`src/rtl/leg4_prog_loader.sv`:
```
// Writable 16x8 program memory for the leg4 CPU, loaded from a byte stream using
// framed, checksummed packets: A5, N (1..16), N data bytes, sum of data mod 256.
module leg4_prog_loader #(
    parameter int TIMEOUT_CYCLES = 27_000_000
) (
    input  logic       clk,
    input  logic       rst_n,
    input  logic [7:0] rx_data,
    input  logic       rx_valid,
    output logic       rx_ready,
    input  logic [3:0] fetch_addr,
    output logic [7:0] fetch_data,
    output logic       cpu_run,
    output logic       load_done,
    output logic       err
);

    localparam int              CNT_W    = $clog2(TIMEOUT_CYCLES + 1);
    localparam logic [CNT_W-1:0] CNT_LAST = CNT_W'(TIMEOUT_CYCLES - 1);
    localparam logic [7:0]      HDR      = 8'hA5;

    typedef enum logic [2:0] {
        IDLE,
        LEN,
        DATA,
        CHK,
        RUN
    } state_t;

    state_t           state_reg;
    logic [CNT_W-1:0] cnt_reg;
    logic [7:0]       acc_reg;
    logic [3:0]       idx_reg;
    logic [4:0]       len_reg;
    logic             cpu_run_reg;
    logic             load_done_reg;
    logic             err_reg;
    logic [7:0]       mem_reg [16];
    logic [15:0]      wr_sel;

    logic accept;
    logic in_frame;
    logic hdr_hit;
    logic data_wr;
    logic len_ok;
    logic last_data;
    logic timeout;

    assign rx_ready  = rst_n;
    assign accept    = rx_valid & rx_ready;
    assign in_frame  = (state_reg == LEN) || (state_reg == DATA) || (state_reg == CHK);
    assign hdr_hit   = accept && (rx_data == HDR) && ((state_reg == IDLE) || (state_reg == RUN));
    assign data_wr   = accept && (state_reg == DATA);
    assign len_ok    = (rx_data != 8'd0) && (rx_data <= 8'd16);
    assign last_data = ({1'b0, idx_reg} == (len_reg - 5'd1));
    // A byte on the expiry cycle wins, so timeout only fires on an idle cycle.
    assign timeout   = in_frame && !accept && (cnt_reg == CNT_LAST);

    assign fetch_data = mem_reg[fetch_addr];
    assign cpu_run    = cpu_run_reg;
    assign load_done  = load_done_reg;
    assign err        = err_reg;

    generate
        for (genvar gi = 0; gi < 16; gi++) begin : g_wr_sel
            assign wr_sel[gi] = data_wr && (idx_reg == 4'(gi));
        end
    endgenerate

    // A header wipes the whole program so a short reload leaves no stale tail.
    always_ff @(posedge clk) begin
        if (!rst_n || hdr_hit) begin
            for (int i = 0; i < 16; i++) begin
                mem_reg[i] <= 8'h00;
            end
        end else begin
            for (int i = 0; i < 16; i++) begin
                if (wr_sel[i]) begin
                    mem_reg[i] <= rx_data;
                end
            end
        end
    end

    always_ff @(posedge clk) begin
        if (!rst_n) begin
            state_reg     <= IDLE;
            cnt_reg       <= '0;
            acc_reg       <= 8'h00;
            idx_reg       <= 4'd0;
            len_reg       <= 5'd0;
            cpu_run_reg   <= 1'b0;
            load_done_reg <= 1'b0;
            err_reg       <= 1'b0;
        end else begin
            load_done_reg <= 1'b0;

            if (in_frame) begin
                if (accept) begin
                    cnt_reg <= '0;
                end else if (timeout) begin
                    cnt_reg   <= '0;
                    err_reg   <= 1'b1;
                    state_reg <= IDLE;
                end else begin
                    cnt_reg <= cnt_reg + CNT_W'(1);
                end
            end

            case (state_reg)
                IDLE, RUN: begin
                    if (hdr_hit) begin
                        state_reg   <= LEN;
                        err_reg     <= 1'b0;
                        cpu_run_reg <= 1'b0;
                        acc_reg     <= 8'h00;
                        idx_reg     <= 4'd0;
                        cnt_reg     <= '0;
                    end
                end
                LEN: begin
                    if (accept) begin
                        if (len_ok) begin
                            len_reg   <= rx_data[4:0];
                            state_reg <= DATA;
                        end else begin
                            err_reg   <= 1'b1;
                            state_reg <= IDLE;
                        end
                    end
                end
                DATA: begin
                    if (accept) begin
                        acc_reg <= acc_reg + rx_data;
                        idx_reg <= idx_reg + 4'd1;
                        if (last_data) begin
                            state_reg <= CHK;
                        end
                    end
                end
                CHK: begin
                    if (accept) begin
                        if (rx_data == acc_reg) begin
                            state_reg     <= RUN;
                            cpu_run_reg   <= 1'b1;
                            load_done_reg <= 1'b1;
                        end else begin
                            err_reg     <= 1'b1;
                            cpu_run_reg <= 1'b0;
                            state_reg   <= IDLE;
                        end
                    end
                end
                default: begin
                    state_reg <= IDLE;
                end
            endcase
        end
    end

endmodule

```
`config.mk`:
```
export PLATFORM = sky130hd
export DESIGN_NAME = leg4_prog_loader
export DESIGN_NICKNAME = d
export VERILOG_FILES = /design/src/rtl/leg4_prog_loader.sv
export SDC_FILE = /design/constraint.sdc
export NUM_CORES = 1
export LEC_CHECK = 0
export CORE_ASPECT_RATIO = 1.5
export CORE_MARGIN = 8
export CORE_UTILIZATION = 55
export DETAILED_ROUTE_END_ITERATION = 8
export DONT_BUFFER_PORTS = 1
export PLACE_DENSITY_LB_ADDON = 0.15
export SYNTH_ARGS = -nofsm -noshare
export SYNTH_HDL_FRONTEND = slang
export SYNTH_SLANG_ARGS = --single-unit
```
`constraint.sdc`:
```
create_clock -name clk -period 4.5 [get_ports clk]
set_input_delay 0.225 -clock clk [delete_from_list [all_inputs] [get_ports clk]]
set_output_delay 0.225 -clock clk [all_outputs]
set_load 0.02 [all_outputs]
```
; After elaboration in Yosys (flattened, before gate mapping)
; Memories as Yosys holds them, arrays and structs flattened.
; Index checks and enable logic that the tools add are counted.
[word_totals]
elab_cells = 196
rom_bits = 0
register_bits = 48
output_inout_bits = 12
ramBits = 128
in_bits = 15
latch_bits = 0
mem_count = 1
[classes]
eq_ne = 26
reduce_logical = 38
bitwise_logic = 17
shifts = 0
addsub = 4
order_cmp = 1
n_div = 0
n_mux = 101
n_mul = 0
[mem_list]
columns = memory, words, width, read_ports, rd_clocked_by_memory_dff, write_ports, line
row1 = mem_reg, 16, 8, 1, 0, 16, 38  ; logic [7:0] mem_reg [16];
[ops]
columns = operator, count
row1 = two-way mux 8 bit, 18
row2 = two-way mux 25 bit, 5
row3 = two-way mux 1 bit, 61
row4 = "equality test 4 bit, second input constant", 8
row5 = two-way mux 3 bit, 9
row6 = "adder 25 x 1 -> 25 bit, second input constant", 1
row7 = "equality test 25 bit, second input constant", 1
row8 = logical AND 1 bit, 22
row9 = "equality test 4 x 3 -> 1 bit, second input constant", 4
row10 = bitwise OR 1 bit, 16
row11 = case mux 8 bit (2 select lines), 1
row12 = case mux 3 bit (4 select lines), 1
row13 = AND reduction 3 bit, 4
row14 = adder 8 bit, 1
row15 = "equality test 4 x 2 -> 1 bit, second input constant", 2
row16 = equality test 8 bit, 1
row17 = "equality test 8 bit, second input constant", 1
row18 = "<= comparator 8 x 5 -> 1 bit, second input constant", 1
row19 = two-way mux 4 bit, 2
row20 = case mux 4 bit (2 select lines), 1
row21 = nonzero test 8 bit, 1
row22 = "equality test 3 x 2 -> 1 bit, second input constant", 2
row23 = "!= test 2 bit, second input constant", 3
row24 = equality test 4 x 5 -> 1 bit, 1
row25 = 15 further kinds, 20

; Depth between registers and ports, before layout
[logic_depth]
word_depth = 11
ltp_mapped = 8
mapped_depth_nobuf = 7

; Worst setup path after synthesis
; Ideal clock, no wire load.
[synth_path]
path_type = in2reg
from = input port rst_n
to = memory mem_reg[12][0] (enable)
path_slack_ns = 2.068
required_time_ns = 4.116
arrival_time_ns = 2.048
cell_stages = 7
setup_time_ns = 0.384
n_path_buf = 3
cell_sequence = buf_2 nand2_1 clkbuf_1 nor3_1 clkbuf_1 nand2_1 o21ai_0
[synth_lines]
columns = item, line
row1 = "start, declared", 7  ; input logic rst_n,
row2 = "end, declared", 38

==> impl_metrics.env <==
export IMPL_status="finished clean"
export IMPL_fin_nets=710
export IMPL_cts_htree_levels=4
export IMPL_drive_gt1_share_pct=13.8
export IMPL_antenna_found_initial=0
export IMPL_tightest_slew_ns=0.730
export IMPL_track_usage_pct=21.3
export IMPL_drv_cap=0
export IMPL_power_density_mw_per_mm2=378
export IMPL_grt_pass1_wl_um=31400
export IMPL_via_per_inst=6.31
export IMPL_yosysUniqueCellTypes=57
export IMPL_largest_register_ff_count=128
export IMPL_synth_area_top_cells="edfxtp_1 (46%), dfxtp_1 (12%), mux4_2 (11%)"
export IMPL_synthAdderAreaFrac_pct=2.20
export IMPL_fp_dieH_um=167
export IMPL_num_rows=55
export IMPL_start_util_pct=55.6
export IMPL_synth_largest_area_cell="edfxtp_1"
export IMPL_first_pass_iters=5
export IMPL_required_ns=4.59
export IMPL_route_met3_wl_um=1200
export IMPL_path_cells="nand2b_1, nor3_2, buf_4, nand3_1, nand2_1"
export IMPL_final_setup_tns_ns=0
export IMPL_cp_slowest_stage_delay_ns=0.49
export IMPL_drt_wirelength_per_cell_um=21.8
export IMPL_fin_crit_ns=2.43
export IMPL_hold_viol=0
export IMPL_async_flop_share_pct=0
export IMPL_dieArea_mm2=0.0194
export IMPL_path_buf_inv=1
export IMPL_wl_um=19400
export IMPL_synth_top_area_share_pct=46.3
export IMPL_top_layer_used="met4"
export IMPL_rr_worst_depth=5
export IMPL_whs_path_depth=3
export IMPL_peakVddDrop_mv=0.244
export IMPL_dpl_worst_slack_ns=2.06
export IMPL_crit_family="simple AND/OR/NAND/NOR gates"
export IMPL_setup_violations=0
export IMPL_slew_headroom_pct=51.3
export IMPL_path_class="reg2reg"
export IMPL_whs_ns=0.0737
export IMPL_cts_sinks=176
export IMPL_drtAntennaViolNets=0
export IMPL_syn2layout_area_growth_pct=9.43
export IMPL_design_core_area_mm2=0.0149
export IMPL_wl_met2_um=10600
export IMPL_crit_fanout=16
export IMPL_synth_avg_cell_area_um2=12.1
export IMPL_maxSlewViolCount=0
export IMPL_synthCells=688
export IMPL_n_antenna_cell=0
export IMPL_rsz0062_at_grt="false"
export IMPL_fin_skew_ns=0.0111
export IMPL_drc=0
export IMPL_cts_setup_buffers=0
export IMPL_first_iter_violations=590
export IMPL_place_hpwl_um=13800
export IMPL_fin_ws_ns=2.07
export IMPL_io_pins=27
export IMPL_p_leak_uw=0.00303
export IMPL_path_depth=5
export IMPL_timing_final_crit_share_pct=54.1
export IMPL_cts_root_buf="clkbuf_16"
export IMPL_num_vias=5633
export IMPL_ys_ff_latch=176
export IMPL_grt_remaining_overflow=0
export IMPL_cp_slowest_cell="dfxtp_1"
export IMPL_grt_start_max_net_pins=34
export IMPL_synthFlopType="edfxtp_1"
export IMPL_filler_cell_count=1174
export IMPL_ys_seq_area_share_pct=57.8
export IMPL_io_buffer_count=0
export IMPL_min_path_type="in2reg"
export IMPL_synth_xor_area_share_pct=1.58
export IMPL_tritoncts="done"
export IMPL_worst_setup_path_end_kind="register"
export IMPL_synth_top_family_by_area="simple AND/OR/NAND/NOR gates"
export IMPL_fmax_ghz=0.411
export IMPL_clockBufferDepth=2
export IMPL_synth_edf_count=128
export IMPL_clk_latency_ns=0.42
export IMPL_netlist_area_mm2=0.00831
export IMPL_synth_compound_area_share_pct=6.34
export IMPL_die_x_um=116
export IMPL_numCtsBuffers=17
export IMPL_clkTransAtPathRegs_ns=0.07
export IMPL_crit_arrival_ns=2.52
export IMPL_muxShareOfSynthArea_pct=11.4
export IMPL_syn_nets=717
export IMPL_wl_met1_um=7290
export IMPL_grt_pass1_vias=5694
export IMPL_synthSimpleGateAreaFrac_pct=17.4
export IMPL_place_congestion=0.890
export IMPL_ys_warn_count=0
export IMPL_startpoint_type="register"
==> power breakdown <==
| group | leakage (µW) | total [µW] | internal (µW) | switching [µW] |
|---|---|---|---|---|
| clock network | 0.000271 | 1420 | 739 | 676 |
| logic | 0.00112 | 200 | 85.0 | 115 |
| registers | 0.00164 | 1820 | 1800 | 19.3 |
==> per-layer routing <==
metal  vias up  track usage, %
li1       2581               -
met1      2804            24.7
met2       220            37.5
met3        28            4.20
met4         0            7.48
met5         -               0
==> synth_stat cells (all sizes together) (14+ instances only) <==
cell    instances
edfxtp        128
o21ai          17
clkbuf         22
a21oi          19
nand3          44
mux4           40
nand2          61
nor2          107
nand4          14
buf            22
a31oi          24
dfxtp          48
inv            17
==> metrics by stage <==
stage	instance area (µm²)	util, %	power [µW]	instances
global route	9090	60.9	3540	893
CTS	9090	60.9	3450	893
detailed placement	8440	56.5	2060	854
floorplan	8310	-	2010	688
finish	9090	60.9	3440	893
global placement	8440	56.5	2050	854
==> placed cells by master, fill, tap and decap left out, types with 11 or more instances in the layout <==
cell | synthesis | routed
or3_1 | 11 | 11
clkbuf_16 | 0 | 17
nand3_1 | 43 | 43
inv_1 | 17 | 17
nand4_1 | 14 | 14
ha_1 | 13 | 13
o21ai_0 | 17 | 17
nand4b_1 | 13 | 13
buf_4 | 3 | 11
dfxtp_1 | 48 | 48
nand2_1 | 61 | 61
nor2_1 | 104 | 104
edfxtp_1 | 128 | 128
mux4_2 | 40 | 40
xnor2_1 | 13 | 13
a31oi_1 | 24 | 24
a21oi_1 | 18 | 18
==> area by class of cell <==
type                            count  area (µm²)  area share (%)
Multi-Input combinational cell    450        3240            35.6
Timing Repair Buffer               18         153            1.68
Sequential cell                   176        4800            52.9
Tap cell                          199         249            2.74
Inverter                           18        67.6           0.743
Clock buffer                       17         425            4.68
Clock inverter                     15         151            1.67
==> timing repair <==
item                                    in CTS  in global routing
endpoints found under the setup margin       0                  0
hold endpoints to repair                     8                  0
gates resized for setup                      0                  0
hold buffers                                 7                  0
==> final timing paths <==
check	from	end	slack, ns
worst max register to register	state_reg[1]	mem_reg[1][4]	2.07
worst min register to register	acc_reg[3]	acc_reg[3]	0.48
worst min-delay path	rx_valid	cpu_run	0.07
worst max-delay path	state_reg[1]	mem_reg[1][4]	2.07
==> tightest hold or removal path: cells and delay by family <==
kind	cells	cell delay (ns)
AO/OA/AOI/OAI	1	0.06
AND/OR/NAND/NOR	2	0.16
==> cell families after synthesis <==
logic type,count (synthesis)
DFF,176
AOI/OAI and AO/OA,80
adders and majority gates,14
and+or+nand+nor,296
xor gates and xnor gates,15
buffers and inverters,62
muxes,45
No activity file was read; power rests on OpenSTA's default activity.
